$ cat config.mk
export PLATFORM = sky130hd
export DESIGN_NAME = cpu_run_ctrl
export DESIGN_NICKNAME = d
export VERILOG_FILES = /design/src/rtl/run_ctrl_pkg.sv /design/src/rtl/bp_match.sv /design/src/rtl/cpu_run_ctrl.sv
export SDC_FILE = /design/constraint.sdc
export NUM_CORES = 1
export LEC_CHECK = 0
export CAP_MARGIN = 20
export CORE_UTILIZATION = 35
export DETAILED_ROUTE_END_ITERATION = 16
export GPL_TIMING_DRIVEN = 0
export PLACE_DENSITY_LB_ADDON = 0.15
export SYNTH_ARGS = -nofsm -noshare
export SYNTH_HDL_FRONTEND = slang
export SYNTH_HIERARCHICAL = 1
export SYNTH_SLANG_ARGS = --single-unit
$ cat constraint.sdc
create_clock -name clk -period 2.85 [get_ports clk]
set_input_delay 0.855 -clock clk [delete_from_list [all_inputs] [get_ports clk]]
set_output_delay 0.855 -clock clk [all_outputs]
set_load 0.02 [all_outputs]
$ cat src/rtl/run_ctrl_pkg.sv
// Shared opcode and state encodings for the CPU run-control sequencer.
package run_ctrl_pkg;

  localparam logic [1:0] OP_HALT = 2'b00;
  localparam logic [1:0] OP_RUN  = 2'b01;
  localparam logic [1:0] OP_STEP = 2'b10;
  localparam logic [1:0] OP_RUNN = 2'b11;

  typedef enum logic [2:0] {
    S_RST,
    S_HALT,
    S_RUN,
    S_STEP,
    S_RUNN
  } state_e;

endpackage

$ cat src/rtl/bp_match.sv
// NUM_BP parallel PC comparators; hit[i] is set when breakpoint i is enabled and matches.
module bp_match #(
  parameter int unsigned NUM_BP = 2,
  parameter int unsigned ADDR_W = 32
) (
  input  logic [ADDR_W-1:0]        pc,
  input  logic [NUM_BP*ADDR_W-1:0] bp_addr,
  input  logic [NUM_BP-1:0]        bp_en,
  output logic [NUM_BP-1:0]        hit
);

  for (genvar i = 0; i < NUM_BP; i++) begin : g_cmp
    assign hit[i] = bp_en[i] && (pc == bp_addr[i*ADDR_W +: ADDR_W]);
  end

endmodule

$ cat src/rtl/cpu_run_ctrl.sv
// Run-control sequencer: core reset pulse, clock enable, step/run/run-N and cycle counting.
// PC breakpoints are built only when RUN_CTRL_BREAKPOINT_EN is defined.
module cpu_run_ctrl
  import run_ctrl_pkg::*;
#(
  parameter int unsigned RST_CYCLES = 4,
  parameter int unsigned CNT_W      = 32,
  parameter int unsigned ADDR_W     = 32,
  parameter int unsigned NUM_BP     = 2
) (
  input  logic                     clk,
  input  logic                     rst,
  input  logic                     cmd_valid,
  output logic                     cmd_ready,
  input  logic [1:0]               cmd_op,
  input  logic [CNT_W-1:0]         cmd_count,
  input  logic [ADDR_W-1:0]        cpu_pc,
  output logic                     cpu_rst,
  output logic                     cpu_ce,
  output logic                     halted,
  output logic [CNT_W-1:0]         cycle_cnt,
  input  logic [NUM_BP*ADDR_W-1:0] bp_addr,
  input  logic [NUM_BP-1:0]        bp_en,
  output logic [NUM_BP-1:0]        bp_hit
);

  localparam int unsigned RW = $clog2(RST_CYCLES + 1);

  state_e           state, state_nxt;
  logic [RW-1:0]    rst_cnt;
  logic [CNT_W-1:0] remaining;
  logic             ce_q;
  logic             accept;
  logic             bp_stop;

  assign accept = cmd_valid && cmd_ready;
  assign cpu_ce = ce_q && !bp_stop;

  always_comb begin
    state_nxt = state;
    unique case (state)
      S_RST:  if (rst_cnt == RW'(RST_CYCLES - 1)) state_nxt = S_HALT;
      S_HALT: begin
        if (accept) begin
          unique case (cmd_op)
            OP_RUN:  state_nxt = S_RUN;
            OP_STEP: state_nxt = S_STEP;
            OP_RUNN: if (cmd_count != '0) state_nxt = S_RUNN;
            default: state_nxt = S_HALT;
          endcase
        end
      end
      S_RUN:  if (bp_stop || (accept && cmd_op == OP_HALT)) state_nxt = S_HALT;
      S_STEP: state_nxt = S_HALT;
      S_RUNN: begin
        if (bp_stop || (accept && cmd_op == OP_HALT) || remaining == CNT_W'(1)) begin
          state_nxt = S_HALT;
        end
      end
      default: state_nxt = S_RST;
    endcase
  end

  always_ff @(posedge clk or negedge rst) begin
    if (!rst) begin
      state     <= S_RST;
      rst_cnt   <= '0;
      remaining <= '0;
      ce_q      <= 1'b0;
      cpu_rst   <= 1'b1;
      halted    <= 1'b0;
      cmd_ready <= 1'b0;
      cycle_cnt <= '0;
    end else begin
      state     <= state_nxt;
      ce_q      <= (state_nxt == S_RUN) || (state_nxt == S_STEP) || (state_nxt == S_RUNN);
      cpu_rst   <= (state_nxt == S_RST);
      halted    <= (state_nxt == S_HALT);
      cmd_ready <= (state_nxt == S_HALT) || (state_nxt == S_RUN) || (state_nxt == S_RUNN);
      if (cpu_ce) cycle_cnt <= cycle_cnt + CNT_W'(1);
      if (state == S_RST) rst_cnt <= rst_cnt + RW'(1);
      if (state == S_HALT && state_nxt == S_RUNN) begin
        remaining <= cmd_count;
      end else if (state == S_RUNN) begin
        remaining <= remaining - CNT_W'(1);
      end
    end
  end

`ifdef RUN_CTRL_BREAKPOINT_EN
  logic              skip;
  logic [NUM_BP-1:0] hit_vec;

  bp_match #(
    .NUM_BP (NUM_BP),
    .ADDR_W (ADDR_W)
  ) u_bp_match (
    .pc      (cpu_pc),
    .bp_addr (bp_addr),
    .bp_en   (bp_en),
    .hit     (hit_vec)
  );

  // First enabled cycle after leaving halt ignores matches so resume makes progress.
  assign bp_stop = ((state == S_RUN) || (state == S_RUNN)) && !skip && (|hit_vec);

  always_ff @(posedge clk or negedge rst) begin
    if (!rst) begin
      skip   <= 1'b0;
      bp_hit <= '0;
    end else begin
      skip <= (state == S_HALT) && ((state_nxt == S_RUN) || (state_nxt == S_RUNN));
      if (bp_stop) begin
        bp_hit <= bp_hit | hit_vec;
      end else if (accept && cmd_op != OP_HALT) begin
        bp_hit <= '0;
      end
    end
  end
`else
  logic unused_bp;

  assign unused_bp = ^{cpu_pc, bp_addr, bp_en};
  assign bp_stop   = 1'b0;
  assign bp_hit    = '0;
`endif

endmodule

# Word level (Yosys, flattened, before mapping)
# Index checks and enable logic that the tools add are counted.
[totals]
reg_bits = 74
input_bits = 135
word_cells = 46
[classes]
n_addsub = 3
n_eq_ne = 13
muxes = 9
reduce_logical = 13
[ops]
columns = ["op", "count"]
rows = [
  ["$mux W32", 2],
  ["$add A32 B1 Y32 const B", 1],
  ["$eq A32 B1 Y1 const B", 1],
  ["$reduce_bool A32 Y1", 1],
  ["$sub A32 B1 Y32 const B", 1],
  ["$eq A3 B2 Y1 const B", 5],
  ["$mux W3", 5],
  ["$pmux W3 S5", 1],
  ["$pmux W3 S3", 1],
  ["$eq A3 B1 Y1 const B", 2],
  ["$eq A3 B3 Y1 const B", 2],
  ["$logic_not A3 Y1", 2],
  ["$logic_or A1 B1 Y1", 5],
  ["$eq A2 B2 Y1 const B", 2],
  ["$add A3 B1 Y3 const B", 1],
  ["$logic_and A1 B1 Y1", 3],
  ["$eq A2 B1 Y1 const B", 1],
  ["$logic_not A2 Y1", 1],
  ["$reduce_bool A2 Y1", 1],
]

# Logic depth before layout (Yosys ltp)
# Gate-level depths: netlist of the first run.
[logic_depth]
ltp_word = 8
ltp_mapped = 8
ltp_nobuf = 8

# Least setup slack after synthesis of the first run
# OpenSTA, ideal clock, no wires.
[synth_timing]
kind = "in2reg"
startpoint = "input port cmd_count[27]"
endpoint = "register remaining[29]"
t_arrival_ns = 2.215
t_required_ns = 2.783
slack_ns = 0.568
stages = 6
path_buffers = 1
path_cell_list = "nor4_1 -> nand4_1 -> o211ai_1 -> clkbuf_1 -> o311ai_0 -> nand2_1"
[synth_between]
elab_chain_cells = 8
word_cells_on_any_way = 9
classes_between = "eq/ne (1); mux (5); reduce/logical (3)"
[synth_rtl]
columns = ["element", "line_no", "text"]
rows = [
  ["start, declared", "cpu_run_ctrl.sv:16", "input logic [CNT_W-1:0] cmd_count,"],
  ["$reduce_bool A32 Y1 (*)", "cpu_run_ctrl.sv:48", "OP_RUNN: if (cmd_count != '0) state_nxt = S_RUNN;"],
  ["$mux W3 (*)", "cpu_run_ctrl.sv:48", ""],
  ["$pmux W3 S3 (*)", "cpu_run_ctrl.sv:45", "unique case (cmd_op)"],
  ["$mux W3 (*)", "cpu_run_ctrl.sv:44", "if (accept) begin"],
  ["$pmux W3 S5 (*)", "cpu_run_ctrl.sv:41", "unique case (state)"],
  ["$eq A3 B3 Y1 (*)", "cpu_run_ctrl.sv:82", "if (state == S_HALT && state_nxt == S_RUNN) begin"],
  ["$logic_and A1 B1 Y1 (*)", "cpu_run_ctrl.sv:82", ""],
  ["$mux W32 or $reduce_bool A2 Y1 (tied branches)", "n/a", ""],
  ["end signal, assigned", "cpu_run_ctrl.sv:83", "remaining <= cmd_count;"],
  ["end signal, assigned", "cpu_run_ctrl.sv:85", "remaining <= remaining - CNT_W'(1);"],
  ["end, declared", "cpu_run_ctrl.sv:31", "logic [CNT_W-1:0] remaining;"],
]
# Mark *: on every way between the ends. The rest lies on a longest branch, timed or not.
# A chain may end at the register's enable or synchronous reset.

# Worst setup path after layout of the first run
[layout_timing]
startpoint = "input port cmd_count[16]"
endpoint = "register remaining[25]"
# The elaborated chain is that of the path after synthesis.

==> run summary, run 1 <==
CP required: 3100 ps
drt drc: 0
CP peak stage delay: 440 ps
Initial DRC Count: 122
synthesized area: 3780 sq um
vias in the first global route: 3120
post-layout util: 0.472
Crit path buffers/inverters: 3
ys flop type: dfrtp_1
RR Startpoint: state[1]$_DFF_PN0_
final hold viol count: 0
Power Total: 3700 uW
clk slew on worst S/H paths: 90 ps
number of diodes: 0
number of sinks on the clock net: 74
DP Wirelength: 6860 um
vias per cell: 5.26
largest net degree at the start of global routing: 40
Yosys warnings: 6
Die H: 106 um
Hold Path Class: in2async
initial antenna violation count: 0
placer congestion estimate: 0.810
FF+latch count, synth: 74
RSZ-0062 raised after global routing: no
first-pass GRT wire length: 15400 um
Pwr Density: 753 nW/um^2
Rows: 37
Mapped Cells: 381
min cycle time layout: 2760 ps
total gr overflow: 0
maximum clock frequency: 363 MHz
period utilization: 0.967
nets: 608
Setup violations, final: 0
Die ar.: 11200 sq um
routed len/inst: 15.3 um
I/O pins: 173
CP Cell Sequence: clkdlybuf4s50_1 > nor4_2 > nand4_1 > o211a_1 > clkbuf_1 > clkbuf_2 > nand2_1 > o21ai_0 > a21o_1
DRT antenna net count: 0
Unique masters post-synth: 50
H-tree levels: 3
critical path class: in2reg
Layout area overhead: 30.0%
worst hold slack: 466 ps
status: complete, no violations
CTS tree: done
post-synthesis sequential area ratio: 0.490
reg2reg setup slack: 380 ps
CTS max path bufs: 2
first-pass detailed-route iteration total: 4
Worst Setup End Kind: flip-flop
share of cells above drive strength 1: 0.0867
Slew @ Worst Pin: 736 ps
crit path max fanout: 10
drt total wl: 9330 um
P_leak: 0.00196 uW
Clock Skews: 12.7 ps
PortBufs: 72
Die W: 106 um
Total GRT Usage: 0.178
Inserted Clock Buffers: 9
EDFF count, synth: 0
Total Neg Setup Slack: 0 ps
delay-heaviest family, CP: buffers and inverters
reg2reg end: remaining[16]$_DFFE_PN0P_
Worst setup SP type: primary input
Clock Tree Root: clkbuf_8
headroom to the max-slew limit: 0.508
total via count in the routed design: 3204
initial core utilization: 0.363
insertion delay to the later sink of the worst-skew pair: 360 ps
average size of a mapped cell: 9.92 sq um
CTS Hold Buffers Added: 0
Arrival @ worst endpoint: 3000 ps
Slew Limit Fails: 0
slowest CP cell: clkdlybuf4s50_1
max_cap viols: 0
Register-to-Register Path Depth: 7
Async SR Flop Fraction: 1.00
maximum vdd ir drop: 0.329 mV
core area: 10400 sq um
==> power by group <==
group / leakage, uW / internal (uW) / switching, uW
clock network: 0.000104 / 412 / 438
registers: 0.000939 / 1390 / 342
logic: 0.000918 / 551 / 571
==> placed cells by master, fill, tap and decap left out, drive strengths merged, types with 3 or more instances in the layout <==
master and instances:
nor2b 3, or4 7, nand2 50, clkinv 3
clkdlybuf4s50 71, buf 9, xnor2 32, nor4 18
nand4 12, or3 3, o211ai 9, clkbuf 16
dfrtp 73, ha 5, or2 3, and3 8
nand2b 3, nand3 22, a21oi 10, o311ai 8
o21ai 22, nor3 10, inv 10, nor2 26
xor2 11
==> Yosys cell counts, types with 2 or more instances <==
| cell type | count | area [sq um] |
|---|---|---|
| dfrtp_1 | 73 | 1830 |
| nand2_1 | 50 | 188 |
| xnor2_1 | 32 | 280 |
| nor2_1 | 26 | 97.6 |
| nand3_1 | 21 | 105 |
| o21ai_0 | 21 | 105 |
| nor4_1 | 16 | 100 |
| nand4_1 | 12 | 75.1 |
| xor2_1 | 11 | 96.3 |
| nor3_1 | 10 | 50.1 |
| a21oi_1 | 9 | 45.0 |
| o211ai_1 | 9 | 67.6 |
| and3_1 | 8 | 50.1 |
| o311ai_0 | 8 | 70.1 |
| clkbuf_1 | 7 | 26.3 |
| inv_1 | 7 | 26.3 |
| or4_1 | 6 | 45.0 |
| ha_1 | 5 | 62.6 |
| nand2b_1 | 3 | 18.8 |
| nor2b_1 | 3 | 18.8 |
| or2_2 | 3 | 18.8 |
| or3_1 | 3 | 18.8 |
| a211o_1 | 2 | 17.5 |
| a21o_1 | 2 | 15.0 |
| a221o_1 | 2 | 20.0 |
| and2_1 | 2 | 12.5 |
| and4_1 | 2 | 17.5 |
| buf_4 | 2 | 15.0 |
| buf_6 | 2 | 22.5 |
| mux2_2 | 2 | 22.5 |
| nor3b_1 | 2 | 15.0 |
| nor4_4 | 2 | 42.5 |
==> layout make-up <==
class | count | area [sq um]
Clock inverter | 7 | 75.1
Fill cell | 1035 | 5500
Sequential cell | 74 | 1850
Inverter | 7 | 26.3
Tap cell | 136 | 170
Multi-Input combinational cell | 289 | 1840
Buffer | 12 | 72.6
Clock buffer | 9 | 124
Timing Repair Buffer | 75 | 753
==> worst max-delay path by stage <==
| stage | start | end | slack, ps | depth (start not counted) |
|---|---|---|---|---|
| 2_1_floorplan | cmd_count[27] | remaining[29]$_DFFE_PN0P_ | 570 | 6 |
| 6_report | cmd_count[16] | remaining[25]$_DFFE_PN0P_ | 90 | 9 |
| 3_3_place_gp | rst | remaining[21]$_DFFE_PN0P_ | -1760 | 1 |
| 4_1_cts | cmd_count[16] | remaining[25]$_DFFE_PN0P_ | 6 | 9 |
| 5_1_grt | cmd_count[16] | remaining[25]$_DFFE_PN0P_ | 0.9 | 9 |
| 3_5_place_dp | cmd_count[16] | remaining[31]$_DFFE_PN0P_ | -980 | 7 |
==> per-layer routing <==
layer  wire, um  part of all wire  global-route usage  vias to the layer above
li1           -                 -                   -                     1563
met1       4270              0.46               0.232                     1547
met2       4450              0.48               0.291                       81
met3        393             0.042              0.0313                       13
met4        208             0.022              0.0764                        0
met5          0                 0                   0                        -
==> logic make-up after synthesis <==
| logic type | Yosys count | share of synthesized area |
|---|---|---|
| XOR/XNOR | 43 | 0.0996 |
| adder cells (fa/ha/maj) | 5 | 0.0165 |
| multiplexers | 3 | 0.00860 |
| flip-flops | 74 | 0.490 |
| buffers and inverters | 19 | 0.0251 |
| AO/OA/AOI/OAI | 62 | 0.109 |
| AND/OR/NAND/NOR | 174 | 0.250 |
| other | 1 | 0.000992 |
==> metrics by stage <==
stage	instances	instance area, sq um	setup WS [ps]
after floorplan	382	3780	568
after global placement	590	4680	-1760
after detailed placement	591	4690	-983
after CTS	609	4910	5.97
after global routing	609	4920	0.935
final	609	4920	93.9
==> registers in the layout, indices dropped and copies added (netlist names) <==
signal,count
cmd_ready,1
cpu_ce,1
cpu_rst,1
cycle_cnt,32
halted,1
remaining,32
rst_cnt,3
state,3
==> what timing repair did <==
item / in CTS / in global routing
buffers inserted: 2 / 0
pin swaps: 2 / 0
endpoints found under the setup margin: 27 / 6
gates resized for setup: 2 / 4
endpoints found under the hold margin: 0 / 0
Power figures use the tool's default switching activity.
==> run 2, diff against run 1 <==
--- a/config.mk
+++ b/config.mk
@@ -10,6 +10,7 @@
 export DETAILED_ROUTE_END_ITERATION = 16
 export GPL_TIMING_DRIVEN = 0
 export PLACE_DENSITY_LB_ADDON = 0.15
+export SKIP_CTS_REPAIR_TIMING = 1
 export SYNTH_ARGS = -nofsm -noshare
 export SYNTH_HDL_FRONTEND = slang
 export SYNTH_HIERARCHICAL = 1
==> run summary, run 2 (same netlist as run 1, synthesis figures left out) <==
Placed Area: 4690 sq um (unchanged)
worst hold slack: 470 ps (+4.33 ps)
placer congestion estimate: 0.810 (unchanged)
RSZ-0062 raised after global routing: no
CTS max path bufs: 2 (unchanged)
Slew Limit Fails: 0 (unchanged)
core area: 10400 sq um (unchanged)
min cycle time layout: 2760 ps (+6.97 ps)
start point of the critical path: cmd_count[11]
maximum clock frequency: 362 MHz (-0.25%)
Psw: 1350 uW (-0.28%)
P_leak: 0.00197 uW (+0.28%)
commonest cells after routing, fill and taps aside: dfrtp_1, clkdlybuf4s50_1, nand2_1
Rows: 37 (unchanged)
clk slew on worst S/H paths: 90 ps (about the same)
total via count in the routed design: 3178 (-0.81%)
Placed Cells incl. Taps: 591 (unchanged)
Arrival @ worst endpoint: 3010 ps (about the same)
Inserted Clock Buffers: 9 (unchanged)
Die H: 106 um (unchanged)
number of sinks on the clock net: 74 (unchanged)
Comb pwr share: 0.304 (about the same)
CP Cell Sequence: clkdlybuf4s50_1 > nor4_1 > nand4_1 > o211a_1 > clkbuf_1 > clkbuf_2 > nand2_1 > o21ai_0 > a21o_1
Flop pwr share: 0.467 (about the same)
Setup violations, final: 0 (unchanged)
most common cell after layout, fill and taps aside: dfrtp_1
Die W: 106 um (unchanged)
drt drc: 0 (unchanged)
Worst Setup End Kind: flip-flop
nets: 610 (+0.33%)
first-pass detailed-route iteration total: 4 (unchanged)
I/O pins: 173 (unchanged)
first-pass GRT wire length: 15300 um (-0.58%)
DRT antenna net count: 0 (unchanged)
initial antenna violation count: 0 (unchanged)
Register-to-Register Path Depth: 7 (unchanged)
drt total wl: 9300 um (-0.24%)
largest net degree at the start of global routing: 40 (unchanged)
Hold Path Class: in2async
Clock Skews: 10.4 ps (-2.29 ps)
CP required: 3100 ps (about the same)
Initial DRC Count: 108 (-11%)
register area: 1850 sq um (unchanged)
max_cap viols: 0 (unchanged)
Slew @ Worst Pin: 726 ps (-9.49 ps)
reg2reg setup slack: 380 ps (about the same)
maximum vdd ir drop: 0.327 mV (-0.34%)
share of cells above drive strength 1: 0.0884 (+0.00174)
initial core utilization: 0.363 (unchanged)
number of diodes: 0 (unchanged)
DP Wirelength: 6860 um (unchanged)
H-tree levels: 3 (unchanged)
slowest CP cell: clkdlybuf4s50_1
Total GRT Usage: 0.177 (-0.000929)
total gr overflow: 0 (unchanged)
Worst setup SP type: primary input
Die ar.: 11200 sq um (unchanged)
Power Total: 3700 uW (about the same)
vias per cell: 5.20 (-1.1%)
Sw Ratio: 0.364 (-0.000813)
critical path class: in2reg
routed len/inst: 15.2 um (-0.56%)
RR Startpoint: state[1]$_DFF_PN0_
period utilization: 0.970 (+0.00245)
final hold viol count: 0 (unchanged)
CTS tree: done
fin area: 4930 sq um (+0.33%)
Pwr Density: 750 nW/um^2 (-0.38%)
status: complete, no violations
headroom to the max-slew limit: 0.515 (+0.00634)
PortBufs: 72 (unchanged)
Clk pwr share: 0.229 (about the same)
crit path max fanout: 10 (unchanged)
Layout fillers: 1027 (-0.77%)
post-layout util: 0.474 (+0.00156)
Clock Tree Root: clkbuf_8
vias in the first global route: 3092 (-0.90%)
Layout area overhead: 30.5%
Final Non-Filler Cells: 611 (+0.33%)
footprint of the multi-input gates: 1840 sq um (unchanged)
insertion delay to the later sink of the worst-skew pair: 360 ps (about the same)
Int Pwr: 2350 uW (about the same)
Largest regs: cycle_cnt (32), remaining (32)
CP peak stage delay: 430 ps (about the same)
run 2: cell count changes in the layout (fill, tap and decap cells not counted):
cell,before,now
clkbuf_2,3,1
clkbuf_1,4,5
buf_4,5,8
run 2: layer usage:
layer  routed length, um  global-route usage
met4                 187              0.0774
met5                   0                   0
met1                4270               0.232
met2                4470               0.287
met3                 381              0.0313
run 2: worst paths after layout:
| check | end |
|---|---|
| worst min-delay path | cycle_cnt[15]$_DFFE_PN0P_ |
| min in group clk | cycle_cnt[31]$_DFFE_PN0P_ |
| worst min register to register | cycle_cnt[31]$_DFFE_PN0P_ |
| worst max register to register | remaining[16]$_DFFE_PN0P_ |
| worst max-delay path | remaining[25]$_DFFE_PN0P_ |
| max in group asynchronous | remaining[19]$_DFFE_PN0P_ |
run 2: final cells by class:
cell class,count,share of cell area
Clock inverter,7,0.0152
Inverter,7,0.00533
Timing Repair Buffer,78,0.157
Tap cell,136,0.0345
Clock buffer,9,0.0251
Buffer,11,0.0134
Sequential cell,74,0.376
Multi-Input combinational cell,289,0.374
run 2: critical path, delay by kind of cell:
family / cells / cell delay [ps]
AOI/OAI and AO/OA: 3 / 500
buffers and inverters: 3 / 850
and+or+nand+nor: 3 / 790
run 2: stage by stage:
| step | setup slack [ps] | TNS (ps) |
|---|---|---|
| 2_1_floorplan | 568 | 0 |
| 3_3_place_gp | -1760 | -150550 |
| 3_5_place_dp | -983 | -20670 |
| 4_1_cts | -610 | -6710 |
| 5_1_grt | 7.53 | 0 |
| 6_report | 86.9 | 0 |
run 2: power groups by stage:
stage / sequential (uW) / clock, uW / combinational (uW)
3_5_place_dp: 1740 / 0 / 1130
2_1_floorplan: 1750 / 0 / 677
5_1_grt: 1790 / 925 / 1260
6_report: 1730 / 846 / 1130
3_3_place_gp: 1730 / 0 / 1090
4_1_cts: 1720 / 880 / 1130
